[config.mk]
export PLATFORM = sky130hd
export DESIGN_NAME = sdram_wr_packer
export DESIGN_NICKNAME = d
export VERILOG_FILES = /design/src/rtl/sdram_wr_packer.sv
export SDC_FILE = /design/constraint.sdc
export NUM_CORES = 1
export LEC_CHECK = 0
export ABC_AREA = 0
export CAP_MARGIN = 20
export CORE_ASPECT_RATIO = 1.4
export CORE_MARGIN = 2
export CORE_UTILIZATION = 55
export DETAILED_ROUTE_END_ITERATION = 10
export GPL_TIMING_DRIVEN = 0
export PLACE_DENSITY = 0.73
export SYNTH_ARGS = -nofsm -noshare
export SYNTH_HDL_FRONTEND = slang
export SYNTH_SLANG_ARGS = --single-unit
[constraint.sdc]
create_clock -name sclk -period 14.1 [get_ports sclk]
set_input_delay 2.115 -clock sclk [delete_from_list [all_inputs] [get_ports sclk]]
set_output_delay 2.115 -clock sclk [all_outputs]
set_load 0.01 [all_outputs]
[src/rtl/sdram_wr_packer.sv]
// Write-feed stage: packs 16-bit words into 4-word bursts, tags them with a
// sequential SDRAM address and queues them for the controller.
module sdram_wr_packer #(
    parameter int DW = 16,
    parameter int DEPTH = 8,
    parameter int ADDR_W = 26,
    parameter logic [ADDR_W-1:0] BASE_ADDR = '0
) (
    input  logic                       sclk,
    input  logic                       srst_n,
    input  logic [DW-1:0]              in_data,
    input  logic                       in_valid,
    output logic                       in_ready,
    input  logic                       in_flush,
    input  logic                       addr_clr,
    output logic [3:0][DW-1:0]         writeData,
    output logic [13:0]                row,
    output logic [8:0]                 col,
    output logic [2:0]                 ba,
    output logic                       writeDataTrig,
    input  logic                       writeDataClk,
    output logic [$clog2(DEPTH):0]     level
);

    localparam int AW = $clog2(DEPTH);
    localparam int LW = AW + 1;

    logic [3:0][DW-1:0] words_q;
    logic [1:0]         cnt;
    logic [ADDR_W-1:0]  addr;
    logic [AW-1:0]      wr_ptr;
    logic [AW-1:0]      rd_ptr;

    logic [3:0][DW-1:0] mem_data [DEPTH];
    logic [ADDR_W-1:0]  mem_addr [DEPTH];

    logic               accept;
    logic               full;
    logic               push;
    logic               pop;
    logic [2:0]         fill;
    logic [3:0][DW-1:0] push_words;
    logic [LW-1:0]      level_next;
    logic [ADDR_W-1:0]  head_addr;

    always_comb begin
        accept = in_valid & in_ready;
        full = (level == LW'(DEPTH));
        fill = {1'b0, cnt} + {2'b00, accept};
        // The incoming word lands before a same-cycle flush closes the burst
        push = (accept && cnt == 2'd3) ||
               (in_flush && !full && fill != 3'd0);
        pop = writeDataTrig & writeDataClk;
        level_next = level + LW'(push) - LW'(pop);
        push_words = '0;
        for (int i = 0; i < 4; i++) begin
            if (i < int'(cnt)) begin
                push_words[i] = words_q[i];
            end else if (i == int'(cnt) && accept) begin
                push_words[i] = in_data;
            end else begin
                push_words[i] = '0;
            end
        end
        head_addr = mem_addr[rd_ptr];
    end

    always_ff @(posedge sclk) begin
        if (push) begin
            mem_data[wr_ptr] <= push_words;
            mem_addr[wr_ptr] <= addr;
        end
    end

    always_ff @(posedge sclk or negedge srst_n) begin
        if (!srst_n) begin
            words_q <= '0;
            cnt <= '0;
            addr <= BASE_ADDR;
            wr_ptr <= '0;
            rd_ptr <= '0;
            level <= '0;
            in_ready <= 1'b0;
            writeDataTrig <= 1'b0;
            writeData <= '0;
            row <= '0;
            col <= '0;
            ba <= '0;
        end else begin
            if (accept) begin
                words_q[cnt] <= in_data;
                cnt <= cnt + 2'd1;
            end
            if (push) begin
                cnt <= '0;
                addr <= addr + ADDR_W'(4);
                wr_ptr <= wr_ptr + AW'(1);
            end
            if (addr_clr) begin
                addr <= BASE_ADDR;
            end
            if (pop) begin
                rd_ptr <= rd_ptr + AW'(1);
            end
            level <= level_next;
            in_ready <= (level_next != LW'(DEPTH));
            // A pop always leaves one idle cycle before the next head shows
            if (pop) begin
                writeDataTrig <= 1'b0;
            end else if (!writeDataTrig && level != '0) begin
                writeDataTrig <= 1'b1;
                writeData <= mem_data[rd_ptr];
                ba <= head_addr[ADDR_W-1 -: 3];
                row <= head_addr[ADDR_W-4 -: 14];
                col <= head_addr[8:0];
            end
        end
    end

endmodule

==> impl_metrics.json, run 1 <==
{
  "final.hold.worst_slack_ns": 0.483,
  "fmax_mhz": 179,
  "numCtsBuffers": 79,
  "reg2reg_setup_slack_ns": 9.79,
  "min_period_ns": 5.58,
  "dieHeight_um": 298,
  "max-vdd-ir-drop_mv": 0.118,
  "worst_setup_margin_ns": 8.52,
  "gr-total-overflow": 0,
  "worstSetupPathType": "input port to register",
  "postSynthRegisterBits": 878,
  "stdcell_count": 3035,
  "slew_violations": 0,
  "layout.nets": 2189,
  "setup_repair_after_global_routing_missed_its_margin": "no",
  "post-dp-hpwl_mm": 52.8,
  "clock_tree.root_cell": "sky130_fd_sc_hd__clkbuf_16",
  "filler_cell_count": 4014,
  "totalWireLength_mm": 78.5,
  "rows": 107,
  "grt_first_pass_wirelength_mm": 118,
  "endpoints_failing_setup": 0,
  "final.setup.tns_ns": 0,
  "cts_num_sinks": 878,
  "synthCells": 1856,
  "hold_viol": 0,
  "drive_above_1_share": 0.205,
  "worstMarginPinSlew_ns": 1.15,
  "most_frequent_standard_cell_in_the_layout_excluding_fill_and_tap_cells": "sky130_fd_sc_hd__edfxtp_1",
  "fp.dieW_um": 214,
  "max_cap_viol_count": 0,
  "synthesis.area_per_instance_um2": 18.3,
  "cts.repair.resized": 0,
  "end_kind": "register",
  "post-layout-total-power_uw": 8670,
  "mostFrequentLayoutCells": "sky130_fd_sc_hd__edfxtp_1, sky130_fd_sc_hd__mux4_2, sky130_fd_sc_hd__dfrtp_1",
  "final_wtd_congestion": 0.832,
  "worst_hold_path_type": "register to register",
  "largest_net_degree_at_the_start_of_global_routing": 104,
  "count_of_h_tree_levels_built_during_cts": 3,
  "buffer_ports.inserted": 115,
  "run_status": "completed",
  "detailedRoute.firstPassIterationCount": 6,
  "drt_iter0_drc": 1890,
  "powerDensity_nw_per_um2": 218,
  "initial_core_util": 0.557,
  "grtUsageMet1": 0.346,
  "num_vias": 18300,
  "grt_util_all_layers": 0.255,
  "floorplan.core_area_um2": 60900,
  "worstSetupStartpointType": "input port",
  "yosysSeqAreaShare": 0.752,
  "clkTransAtPathRegs_ns": 0.06,
  "clock_path_buffers": 3,
  "cts_tree": "yes",
  "timing.final.crit_share": 0.396,
  "leakagePower_uw": 0.0142,
  "synth_cell_types": 45,
  "grt_antenna_before_repair": 2,
  "number_of_enable_flip_flop_cells_after_synthesis": 704,
  "synth.cell_area_um2": 33900,
  "finalClockSkew_ns": 0.0238,
  "cp.required_ns": 14.43,
  "drcViolationCount": 0,
  "synth_flop_cell": "sky130_fd_sc_hd__edfxtp_1",
  "route.antenna.remaining_nets": 0,
  "design.die.area_um2": 63700,
  "syn2layout_area_growth_pct": 17.4,
  "grt_pass1_vias": 19000,
  "routed_via_density": 6.02,
  "place_worst_setup_slack_ns": 7.89,
  "cp_data_arrival_time_ns": 5.91,
  "grtUsageMet2": 0.418,
  "post-cts-setup-buffers": 0,
  "holdBufCountCts": 0,
  "synth_async_sr_flop_share": 0.198,
  "ys.warnings.count": 0,
  "wire_per_inst_um": 25.9,
  "timing.critical_path.fanout_max": 8,
  "worst_slew_margin_rel": 0.231,
  "globalRoute.busiestLayer": "met2",
  "clk_latency_ns": 0.64,
  "grt.met3_usage": 0.0408,
  "dpl.cell_count": 2886,
  "ioPinCount": 118
}
[kinds of logic (layout without fill, tap and decap cells)]
group / after synthesis / after routing / synth area share
AOI/OAI and AO/OA: 191 / 191 / 0.0304
xor gates and xnor gates: 7 / 7 / 0.00181
adders and majority gates: 16 / 16 / 0.00612
buffers and inverters: 136 / 496 / 0.0169
DFF: 878 / 878 / 0.752
muxes: 276 / 276 / 0.147
other: 1 / 3 / 0.000111
and+or+nand+nor: 351 / 351 / 0.0463
[critical path, stage by stage]
cell and delay (ns):
sky130_fd_sc_hd__clkdlybuf4s50_1 0.54, sky130_fd_sc_hd__and3_1 0.23, sky130_fd_sc_hd__ha_1 0.26, sky130_fd_sc_hd__nor2_1 0.06
sky130_fd_sc_hd__o21a_4 0.15, sky130_fd_sc_hd__nor2_1 0.50, sky130_fd_sc_hd__inv_2 0.19, sky130_fd_sc_hd__nor4b_2 0.67
sky130_fd_sc_hd__buf_4 0.28, sky130_fd_sc_hd__buf_4 0.20, sky130_fd_sc_hd__buf_4 0.17, sky130_fd_sc_hd__buf_4 0.16
sky130_fd_sc_hd__buf_4 0.18, sky130_fd_sc_hd__buf_4 0.19
[power by group]
group / switching (uW) / internal, uW / leakage (uW)
clock: 933 / 1270 / 0.00131
sequential: 196 / 3450 / 0.00865
combinational: 1610 / 1210 / 0.00427
total: 2740 / 5930 / 0.0142
[per-stage QoR]
stage                util  area, um2
finish              0.654      39800
global route        0.654      39800
CTS                 0.654      39800
detailed placement  0.610      37200
global placement    0.593      36100
floorplan               -      33900
[cell type report]
type / count / area, um2 / area share
antenna: 1 / 2.50 / 0.0000628
buffer: 106 / 459 / 0.0115
clock buffer: 104 / 2210 / 0.0554
clock inverter: 43 / 454 / 0.0114
inverter: 30 / 113 / 0.00283
multi-input combinational: 843 / 7900 / 0.198
sequential: 878 / 25500 / 0.640
tap: 817 / 1020 / 0.0257
timing repair buffer: 213 / 2180 / 0.0547
[worst paths after layout]
| check | start | endpoint | cells after the start |
|---|---|---|---|
| worst max-delay path | in_valid | mem_data[1][7] | 14 |
| worst min-delay path | words_q[18] | words_q[18] | 2 |
| worst max register to register | cnt[1] | mem_data[1][7] | 13 |
| worst min register to register | words_q[18] | words_q[18] | 2 |
| max in group asynchronous | srst_n | writeData[0] | 2 |
| min in group asynchronous | srst_n | writeData[24] | 1 |
[synth_stat cells, drive strengths merged, types with 6 or more instances]
library cell	n	area (um2)
a21oi	103	515
and3	25	156
buf	47	238
clkbuf	59	221
dfrtp	174	4350
edfxtp	704	21100
ha	15	188
inv	30	113
mux2	11	124
mux2i	89	891
mux4	176	3960
nand2	155	582
nand3	10	50.1
nand4	8	50.1
nor2	105	394
nor2b	9	56.3
nor4	10	62.6
o21ai	67	335
o31ai	10	75.1
or4	10	75.1
xnor2	6	52.6
[layer usage]
metal,wire (um),part of all wire,up-vias
li1,-,-,7833
met1,29800,0.38,9495
met2,39900,0.51,786
met3,5800,0.074,149
met4,2900,0.037,4
met5,27,0.00034,-
[sequential cells by signal, indices dropped and copies added (netlist names)]
signal	cells
writeData	64
in_ready	1
ba	3
rd_ptr	3
wr_ptr	3
addr	24
mem_data	512
words_q	48
mem_addr	192
writeDataTrig	1
col	7
level	4
cnt	2
row	14
Note: power is estimated with default switching activity, not from simulation.
==> run 2, diff against run 1 <==
Clock period 14.1 ns to 5.3 ns, I/O delays scaled along.
==> run 2 against run 1 <==
  * Clock power rose to 2.7 times the previous value
  * Via count down 0.18%
  * Hold slack worse by 0.30 ns
  * Final area up 0.60%
  * Wire length up 0.98%
  * Global-route usage up 0.18 points
  * Largest power group unchanged
  * Register-to-register slack worse by 8.8 ns
==> impl_metrics.json, run 2 (same netlist as run 1, synthesis figures left out) <==
{
  "fmax_mhz": 230,
  "initial_core_util": 0.557,
  "routed_via_density": 6.07,
  "most_frequent_standard_cell_in_the_layout_excluding_fill_and_tap_cells": "sky130_fd_sc_hd__edfxtp_1",
  "setup_repair_after_global_routing_missed_its_margin": "no",
  "worstSetupStartpointType": "register",
  "area_of_the_multi_input_gates_um2": 7950,
  "worst_setup_margin_ns": 0.958,
  "final_wtd_congestion": 0.821,
  "leakagePower_uw": 0.0142,
  "grt_first_pass_wirelength_mm": 118,
  "drcViolationCount": 0,
  "mostFrequentLayoutCells": "sky130_fd_sc_hd__edfxtp_1, sky130_fd_sc_hd__mux4_2, sky130_fd_sc_hd__dfrtp_1",
  "syn2layout_area_growth_pct": 18.1,
  "largest_net_degree_at_the_start_of_global_routing": 90,
  "cell_repeated_most_along_the_worst_path": "sky130_fd_sc_hd__buf_8",
  "worstSetupPathType": "register to register",
  "layout.nets": 2159,
  "detailedRoute.firstPassIterationCount": 6,
  "min_period_ns": 4.34,
  "biggestRegsByFlops": "mem_data x512, mem_addr x192, writeData x64",
  "end_kind": "register",
  "cp.required_ns": 5.64,
  "dpl_cell_area_um2": 37400,
  "rows": 107,
  "register_with_the_most_flip_flops": "mem_data",
  "reg2reg_setup_slack_ns": 0.96,
  "cp_data_arrival_time_ns": 4.68,
  "post-dp-hpwl_mm": 52.1,
  "sequential_cell_area_um2": 25500,
  "largest_reg_flops": 512,
  "numCtsBuffers": 79,
  "globalRoute.busiestLayer": "met2",
  "grt_antenna_before_repair": 2,
  "grt_util_all_layers": 0.257,
  "grtUsageMet1": 0.336,
  "worst_slew_margin_rel": 0.281,
  "design.die.area_um2": 63700,
  "utilization": 0.658,
  "clock_tree.root_cell": "sky130_fd_sc_hd__clkbuf_16",
  "cts_tree": "yes",
  "run_status": "completed",
  "grt_pass1_vias": 18900,
  "timing.final.crit_share": 0.819,
  "finalClockSkew_ns": 0.0207,
  "fp.dieW_um": 214,
  "max-vdd-ir-drop_mv": 0.296,
  "totalWireLength_mm": 79.3,
  "cp_slowest_stage_delay_ns": 0.96,
  "critical_path.cell_chain": "ha_1 -> buf_4 -> and4b_1 -> o21ai_0 -> nand3_1 -> nor3_4 -> buf_8 -> buf_8 -> buf_16",
  "worst_hold_path_type": "input port to async pin",
  "cp.buffers_inverters": 4,
  "drt_iter0_drc": 1939,
  "grtUsageMet2": 0.433,
  "crit_path_top_delay_cell": "sky130_fd_sc_hd__nor3_4",
  "grt.met3_usage": 0.0494,
  "endpoints_failing_setup": 0,
  "clkTransAtPathRegs_ns": 0.06,
  "dpl.cell_count": 2856,
  "gr-total-overflow": 0,
  "clk_latency_ns": 0.64,
  "stdcell_count": 3002,
  "dieHeight_um": 298,
  "max_cap_viol_count": 0,
  "floorplan.core_area_um2": 60900,
  "buffer_ports.inserted": 115,
  "worstMarginPinSlew_ns": 1.07,
  "hold_viol": 0,
  "drive_above_1_share": 0.192,
  "num_vias": 18200,
  "place_worst_setup_slack_ns": 0.512,
  "path_delay_family": "simple AND/OR/NAND/NOR gates",
  "wire_per_inst_um": 26.4,
  "cts.repair.resized": 0,
  "count_of_h_tree_levels_built_during_cts": 3,
  "filler_cell_count": 3990,
  "ioPinCount": 118,
  "powerDensity_nw_per_um2": 580,
  "holdBufCountCts": 0,
  "slew_violations": 0,
  "route.antenna.remaining_nets": 0,
  "clock_path_buffers": 3,
  "post-cts-setup-buffers": 0,
  "timing.critical_path.fanout_max": 13,
  "post-route-cell-area_um2": 40100,
  "cts_num_sinks": 878
}
## run 2: cell types whose count changed in the layout (fill, tap and decap cells not counted), sizes merged
cell	change
buf	-29
clkinv	-7
clkbuf	+3
bufinv	+1
clkinvlp	-1
## run 2: area by class of cell
type / instances / area share
clock buffer: 108 / 0.0559
clock inverter: 36 / 0.0110
multi-input combinational: 843 / 0.198
inverter: 30 / 0.00281
timing repair buffer: 183 / 0.0585
buffer: 106 / 0.0115
tap: 817 / 0.0255
sequential: 878 / 0.636
antenna: 1 / 0.0000625
## run 2: power by group
part / internal (uW) / switching, uW / total [uW]
sequential: 9190 / 528 / 9720
clock: 3460 / 2480 / 5940
combinational: 3280 / 4320 / 7600
total: 15900 / 7330 / 23300
## run 2: routing by layer
layer	part of all wire	vias up
met1	0.37	9525
met4	0.030	4
li1	-	7765
met3	0.080	145
met5	0.00029	-
met2	0.52	796
## run 2: path summary, 6_finish.rpt
kind,startpoint,to,cells after the start
worst max-delay path,cnt[1],mem_data[4][49],9
max in group asynchronous,srst_n,row[6],2
worst min register to register,words_q[28],words_q[28],2
min in group sclk,words_q[28],words_q[28],2
worst max register to register,cnt[1],mem_data[4][49],9
worst min-delay path,srst_n,writeData[25],1
## run 2: worst reg2reg max path: stages, from the launching register on
cell and delay, ns:
sky130_fd_sc_hd__dfrtp_1 0.59, sky130_fd_sc_hd__ha_1 0.24, sky130_fd_sc_hd__buf_4 0.17, sky130_fd_sc_hd__and4b_1 0.23
sky130_fd_sc_hd__o21ai_0 0.73, sky130_fd_sc_hd__nand3_1 0.54, sky130_fd_sc_hd__nor3_4 0.96, sky130_fd_sc_hd__buf_8 0.26
sky130_fd_sc_hd__buf_8 0.17, sky130_fd_sc_hd__buf_16 0.16
## run 2: metrics by stage
step                hold WS (ns)   TNS, ns  total power, uW
floorplan                  0.446   -137.26            14300
detailed placement         0.463         0            17500
global route               0.253         0            24300
global placement           0.459  -3705.95            17000
CTS                        0.198         0            23400
finish                     0.188         0            23300
==> run 3, diff against run 2 <==
Clock period 5.3 ns to 4.4 ns, I/O delays scaled along.
==> run 3 against run 2 <==
  * Wire length shrank 0.30%
  * Flip-flop and latch count is the same
  * Non-clock buffer count shrank 6
  * Hold slack lost 0.17 ns
  * Combinational power grew 20%
  * Sequential power grew 20%
  * Critical endpoint is now mem_data[5][24]
  * Largest cell class unchanged
  * Largest power group unchanged
==> impl_metrics.json, run 3 (same netlist as run 1, synthesis figures left out) <==
{
  "run_status": "completed",
  "numCtsBuffers": 79,
  "slew_violations": 0,
  "drive_above_1_share": 0.192,
  "biggestRegsByFlops": "mem_data x512, mem_addr x192, writeData x64",
  "post-dp-hpwl_mm": 51.4,
  "stdcell_count": 2998,
  "layout.nets": 2153,
  "largest_net_degree_at_the_start_of_global_routing": 97,
  "clock_path_buffers": 3,
  "routed_via_density": 6.06,
  "syn2layout_area_growth_pct": 18.1,
  "end_kind": "register",
  "grt_antenna_before_repair": 1,
  "final.setup.tns_ns": 0,
  "post-route-cell-area_um2": 40000,
  "timing.critical_path.fanout_max": 12,
  "drcViolationCount": 0,
  "worstSetupStartpointType": "register",
  "dpl_cell_area_um2": 37300,
  "grt_first_pass_wirelength_mm": 118,
  "clock_tree.root_cell": "sky130_fd_sc_hd__clkbuf_16",
  "initial_core_util": 0.557,
  "ioPinCount": 118,
  "endpoints_failing_setup": 0,
  "largest_reg_flops": 512,
  "final_wtd_congestion": 0.839,
  "cp_data_arrival_time_ns": 4.51,
  "crit-reg2reg-launch": "cnt[1]",
  "design.die.area_um2": 63700,
  "most_frequent_standard_cell_in_the_layout_excluding_fill_and_tap_cells": "sky130_fd_sc_hd__edfxtp_1",
  "worst_hold_path_type": "input port to async pin",
  "fmax_mhz": 239,
  "num_vias": 18200,
  "grt_util_all_layers": 0.256,
  "fp.dieW_um": 214,
  "worstMarginPinSlew_ns": 1.07,
  "setup_repair_after_global_routing_missed_its_margin": "no",
  "clkTransAtPathRegs_ns": 0.06,
  "gr-total-overflow": 0,
  "wire_per_inst_um": 26.4,
  "rr_worst_depth": 9,
  "holdBufCountCts": 0,
  "cts_tree": "yes",
  "final.hold.worst_slack_ns": 0.0172,
  "hold_viol": 0,
  "max_cap_viol_count": 0,
  "powerDensity_nw_per_um2": 701,
  "rows": 107,
  "min_period_ns": 4.19,
  "buffer_ports.inserted": 115,
  "finalClockSkew_ns": 0.0203,
  "cts_num_sinks": 878,
  "grt_pass1_vias": 18900,
  "totalWireLength_mm": 79.0,
  "post-layout-total-power_uw": 28100,
  "count_of_h_tree_levels_built_during_cts": 3,
  "leakagePower_uw": 0.0142,
  "antenna_cells": 0,
  "mostFrequentLayoutCells": "sky130_fd_sc_hd__edfxtp_1, sky130_fd_sc_hd__mux4_2, sky130_fd_sc_hd__dfrtp_1",
  "regToRegEndpoint": "mem_data[5][24]",
  "worst_slew_margin_rel": 0.276,
  "drt_iter0_drc": 1926,
  "cp.required_ns": 4.73,
  "register_with_the_most_flip_flops": "mem_data",
  "timing.final.crit_share": 0.951,
  "floorplan.core_area_um2": 60900,
  "route.antenna.remaining_nets": 0,
  "dpl.cell_count": 2850,
  "reg2reg_setup_slack_ns": 0.21,
  "cts.repair.resized": 0,
  "max-vdd-ir-drop_mv": 0.399,
  "worstSetupPathType": "register to register",
  "dieHeight_um": 298,
  "clk_latency_ns": 0.63,
  "post-cts-setup-buffers": 0,
  "detailedRoute.firstPassIterationCount": 5
}
==> run 3: changes by cell type in the layout (fill, tap and decap cells not counted), sizes merged <==
cell / previous run / this run
clkinvlp: 2 / 3
diode: 1 / 0
buf: 116 / 110
clkinv: 20 / 25
bufinv: 10 / 12
clkbuf: 167 / 162
==> run 3: layout make-up <==
class	instances	area, um2
Sequential cell	878	25500
Fill cell	3970	20900
Buffer	106	459
Timing Repair Buffer	177	2260
Inverter	30	115
Tap cell	817	1020
Multi-Input combinational cell	843	7980
Clock inverter	44	524
Clock buffer	103	2190
==> run 3: metal layers <==
metal  vias up  global-route usage  part of all wire
met5         -                   0                 0
met4         0              0.0944             0.031
met3       152              0.0377             0.073
met2       784               0.426              0.51
met1      9471               0.346              0.39
li1       7773                   -                 -
==> run 3: worst max path at each step <==
stage                  start              end  slack, ns  cells after the start
global placement      srst_n           cnt[1]      -5.80                      1
CTS                   cnt[1]  mem_data[5][24]       0.29                      9
finish                cnt[1]  mem_data[5][24]       0.21                      9
floorplan           in_valid  mem_addr[3][10]       -1.0                      7
detailed placement  in_valid  mem_data[5][24]      -0.08                      8
global route          cnt[0]  mem_data[5][21]       0.13                      9
==> run 3: per-stage QoR <==
step	worst slack [ns]	util
final	0.215	0.657
after global routing	0.132	0.657
after CTS	0.293	0.657
after detailed placement	-0.0793	0.613
after global placement	-5.80	0.595
after floorplan	-1.00	-
==> run 3: worst max-delay path, cell delays in order (launching register included) <==
cell	delay [ns]
sky130_fd_sc_hd__dfrtp_2	0.52
sky130_fd_sc_hd__ha_1	0.21
sky130_fd_sc_hd__buf_4	0.17
sky130_fd_sc_hd__and4b_1	0.23
sky130_fd_sc_hd__o21ai_0	0.76
sky130_fd_sc_hd__nand3_1	0.55
sky130_fd_sc_hd__nor3b_4	0.86
sky130_fd_sc_hd__buf_16	0.24
sky130_fd_sc_hd__buf_16	0.16
sky130_fd_sc_hd__buf_16	0.16
==> run 3: report_power, final <==
part / total, uW / switching, uW / internal (uW)
sequential: 11700 / 661 / 11100
combinational: 9150 / 5210 / 3940
clock: 7200 / 2970 / 4230
total: 28100 / 8830 / 19200
==> RTL change 1, RTL diff (flow settings as in run 1) <==
The parameter `DEPTH` goes from 8 to 4.
--- a/src/rtl/sdram_wr_packer.sv
+++ b/src/rtl/sdram_wr_packer.sv
@@ -2,7 +2,7 @@
 // sequential SDRAM address and queues them for the controller.
 module sdram_wr_packer #(
     parameter int DW = 16,
-    parameter int DEPTH = 8,
+    parameter int DEPTH = 4,
     parameter int ADDR_W = 26,
     parameter logic [ADDR_W-1:0] BASE_ADDR = '0
 ) (
Ports: changed (resized level); port bits go from 118 to 117. The function was not compared with the original's and may differ.
==> RTL change 1 against run 1 <==
- design area shrank 40%
- via count shrank 40%
- synthesized cell count shrank 36%
- wire length shrank 46%
- sequential cell count shrank 355
- synthesized area shrank 40%
- power shrank 41%
- worst setup slack gained 0.57 ns
- utilization shrank 0.30 points
- highest routed layer unchanged
==> RTL change 1: results (changes against run 1) <==
HP Start=words_q[26]; WL/cell=22.6 um (-12%); maximum clock rate=0.200 GHz (+11%); unique cell type count in the Yosys netlist=42 (-6.7%); leakage=8.84 nW (-38%); GR Util met3=3.82% (-0.26 points); Worst Reg2Reg Path Length in Cells=14 (+1); ant diodes=0 (-1); Multi-input gate area=5180 sq um (-34%); sequential share of the synthesized area=72.8% (-2.3 points); post-detail-place hpwl=27000 um (-49%); Initial DRC Count=1089 (-42%); routed length on met3=2530 um (-56%); Synth Area in XOR/XNOR=0.258% (+0.077 points); Clock buf/inv share=6.56% (-0.12 points); Synth async-reset ratio=32.7% (+13 points); slowest stage cell on the critical path=clkdlybuf4s50_1; peak fanout along the critical path=10 (+2); Die W=167 um (-22%); Clock Latency Late Sink=0.56 ns (-0.08 ns); DRT Pass-1 Iters=5 (-1); WL met2=21500 um (-46%); Setup WS pre-CTS=8.56 ns (+0.667 ns); placed inst area=22300 sq um (-40%); crit path capture=in_ready; NumNets Final=1396 (-36%); IO Port Bufs=114 (-0.87%); Num CTS Buffers=47 (-41%); GPL Wtd Cong=0.844 (+1.4%); # fillers=2536 (-37%); mux cell area share after synthesis=15.6% (+0.89 points); largest net degree at the start of global routing=105 (+0.96%); status=finished, final reports clean; Reg2Reg Setup Slack=10.46 ns (+0.67 ns); synth cell count leaders=352 x edfxtp_1, 171 x dfrtp_1, 155 x nand2_1, 103 x mux2_2, 88 x mux4_2; Hold Crit Endpoint=words_q[26]; Max-slew headroom=40.0% (+17 points); Global Route Usage Sum=22.6% (-3.0 points); clock buffer count=75 (-28%); Synth area leaders=edfxtp_1 52%, dfrtp_1 21%, mux4_2 9.7%; non-clock buffer area fraction after layout=6.63% (+0.010 points); sequential cell area share=62.2% (-1.8 points); clock skew=0.0141 ns (-0.00970 ns)
RTL change 1: cell count changes after synthesis, sizes merged, moves of 13 or more:
cell and change:
a21oi -96, buf -27, clkbuf -13, edfxtp -352
mux2 +93, mux2i -87, mux4 -88, nor2 -81
RTL change 1: metrics by stage:
step           std cells  hold WS [ns]  util (%)
4_1_cts             1865         0.479      65.1
2_1_floorplan       1191         0.446         -
6_report            1865         0.477      65.1
3_3_place_gp        1772         0.459      60.3
5_1_grt             1865         0.503      65.1
3_5_place_dp        1778         0.464      60.8
RTL change 1: worst max-delay path, delay by kind of cell:
family          cells  cell delay [ns]
buf+inv             5             1.05
fa+ha+maj           4             1.13
simple gates        4             0.84
compound gates      1             0.10
xor+xnor            1             0.19
RTL change 1: power breakdown:
part | total (mW) | leakage [nW] | internal (mW) | switching (mW)
Sequential | 2.28 | 5.46 | 2.13 | 0.158
Clock | 1.29 | 0.764 | 0.755 | 0.535
Combinational | 1.57 | 2.63 | 0.768 | 0.798
Total | 5.14 | 8.84 | 3.65 | 1.49
==> RTL change 2, RTL diff (config.mk and constraints of run 1) <==
Made on the original files. Make the reset (`srst_n`) synchronous in one clocked block.
--- a/src/rtl/sdram_wr_packer.sv
+++ b/src/rtl/sdram_wr_packer.sv
@@ -72,7 +72,7 @@
         end
     end
 
-    always_ff @(posedge sclk or negedge srst_n) begin
+    always_ff @(posedge sclk) begin
         if (!srst_n) begin
             words_q <= '0;
             cnt <= '0;
Check against the original RTL: differs if srst_n is asserted again (counterexample within 4 cycles, from zero or initial values and one cycle with srst_n low); with srst_n held inactive, the same outputs for 4 cycles.
==> RTL change 2 against run 1 <==
- via count rose by 1.6%
- worst setup slack better by 0.047 ns
- sequential cell count stayed put
- fmax rose by 0.86%
- critical path type unchanged
- clock skew is 0.0055 ns lower
- design area shrank 1.4%
- critical endpoint is now in_ready
- synthesized area down 0.86%
- highest routed layer unchanged
- wire length fell by 0.89%
Power is not compared: it rests on default switching activity, and its combinational part moved more than twofold at a synthesized area within 25%.
==> RTL change 2: results (changes against run 1) <==
CP max stage delay=0.54 ns (-0.13 ns); Reg2Reg Setup Slack=10.18 ns (+0.39 ns); clock skew=0.0183 ns (-0.00546 ns); H-tree levels=3 (unchanged); Largest delay share family, worst path=adder cells; top flop regs=mem_data: 512 flops, mem_addr: 192 flops, writeData: 64 flops; DRT Pass-1 Iters=8 (+2); Synth area leaders=edfxtp_1 63%, mux4_2 12%, dfxtp_1 10%; Reg-to-Reg Start=in_ready; WL/cell=25.2 um (-2.4%); layout cells sized above 1=20.9% (+0.40 points); Worst Reg2Reg Path Length in Cells=14 (+1); sequential share of the synthesized area=73.2% (-1.9 points); number of global-route vias before repair=18800 (-1.0%); GR Util met3=4.08% (-0.0041 points); DR vias/cell=6.02 (about the same); peak fanout along the critical path=10 (+2); critical path data arrival time=6.03 ns (+0.12 ns); Slew @ Worst Pin=1.15 ns (-0.00158 ns); Clock Latency Late Sink=0.62 ns (-0.02 ns); Num CTS Buffers=78 (-1.3%); Synth async-reset ratio=0% (-20 points); NumNets Final=2243 (+2.5%); ant diodes=0 (-1); IO Port Bufs=115 (unchanged); status=finished, final reports clean; largest net degree at the start of global routing=42 (-60%); synth cell count leaders=704 x edfxtp_1, 176 x mux4_2, 174 x dfxtp_1, 167 x nand2_1, 146 x a21oi_1; worst flop-to-flop path endpoint=in_ready; grt met2 use=42.7% (+0.90 points); Initial DRC Count=1737 (-8.1%); unique cell type count in the Yosys netlist=48 (+6.7%); GPL Wtd Cong=0.850 (+2.2%); Hold Crit Endpoint=words_q[22]; Global Route Usage Sum=25.3% (-0.20 points); HP Start=words_q[22]
## RTL change 2: cell types whose count changed after synthesis, moves of 17 or more
cell and delta:
dfrtp_1 -174, mux2i_1 +20, o21ai_0 +71, nor2_1 -99, a21oi_1 +43, or2_2 +17, dfxtp_1 +174
## RTL change 2: routing by layer
layer | wire (um) | vias to the layer above
li1 | - | 8049
met1 | 29600 | 9549
met2 | 39700 | 804
met3 | 5790 | 150
met4 | 2590 | 4
met5 | 28 | -
## RTL change 2: worst max-delay path by stage
stage	from	to	slack, ns	cells after the start
final	in_valid	in_ready	8.57	15
after global placement	in_valid	mem_data[1][45]	-9.14	9
after detailed placement	in_valid	in_ready	8.02	15
after floorplan	in_valid	mem_addr[4][10]	1.19	8
after global routing	in_valid	in_ready	8.49	15
after CTS	in_valid	in_ready	8.67	15
## RTL change 2: per-stage QoR
step	total power [mW]	setup slack (ns)	utilization [%]	std cells	hold slack (ns)
3_3_place_gp	4.38	-9.14	59.0	2845	0.442
2_1_floorplan	3.86	1.19	-	1913	0.436
6_report	6.42	8.57	64.8	3082	0.458
4_1_cts	6.47	8.67	64.7	3079	0.457
5_1_grt	6.67	8.49	64.8	3082	0.471
3_5_place_dp	4.41	8.02	60.6	2939	0.449
## RTL change 2: logic make-up (layout without fill, tap and decap cells)
logic type | count (synthesis) | count (layout) | share of synthesized area (%)
flip-flops | 878 | 878 | 73.2
AO/OA/AOI/OAI | 317 | 317 | 5.21
multiplexers | 285 | 285 | 15.0
AND/OR/NAND/NOR | 260 | 260 | 3.59
buffers and inverters | 151 | 503 | 2.21
adder cells (fa/ha/maj) | 16 | 16 | 0.618
XOR/XNOR | 4 | 4 | 0.104
other | 1 | 2 | 0.0112
## RTL change 2: tightest hold or removal path: stages, from the launching register on
cell and delay (ns):
dfxtp_1 0.31, nand2_1 0.05, a21oi_1 0.05
## RTL change 2: cell type report
type | instances | area [sq um]
clock buffer | 100 | 2160
timing repair buffer | 212 | 2090
inverter | 31 | 116
fill | 4079 | 21400
clock inverter | 40 | 322
buffer | 120 | 629
sequential | 878 | 24600
multi-input combinational | 884 | 8300
tap | 817 | 1020
## RTL change 2: where the power goes
group | switching [mW] | internal [mW] | total (mW)
registers | 0.0819 | 2.99 | 3.07
logic | 0.721 | 0.553 | 1.27
clock network | 0.904 | 1.17 | 2.08
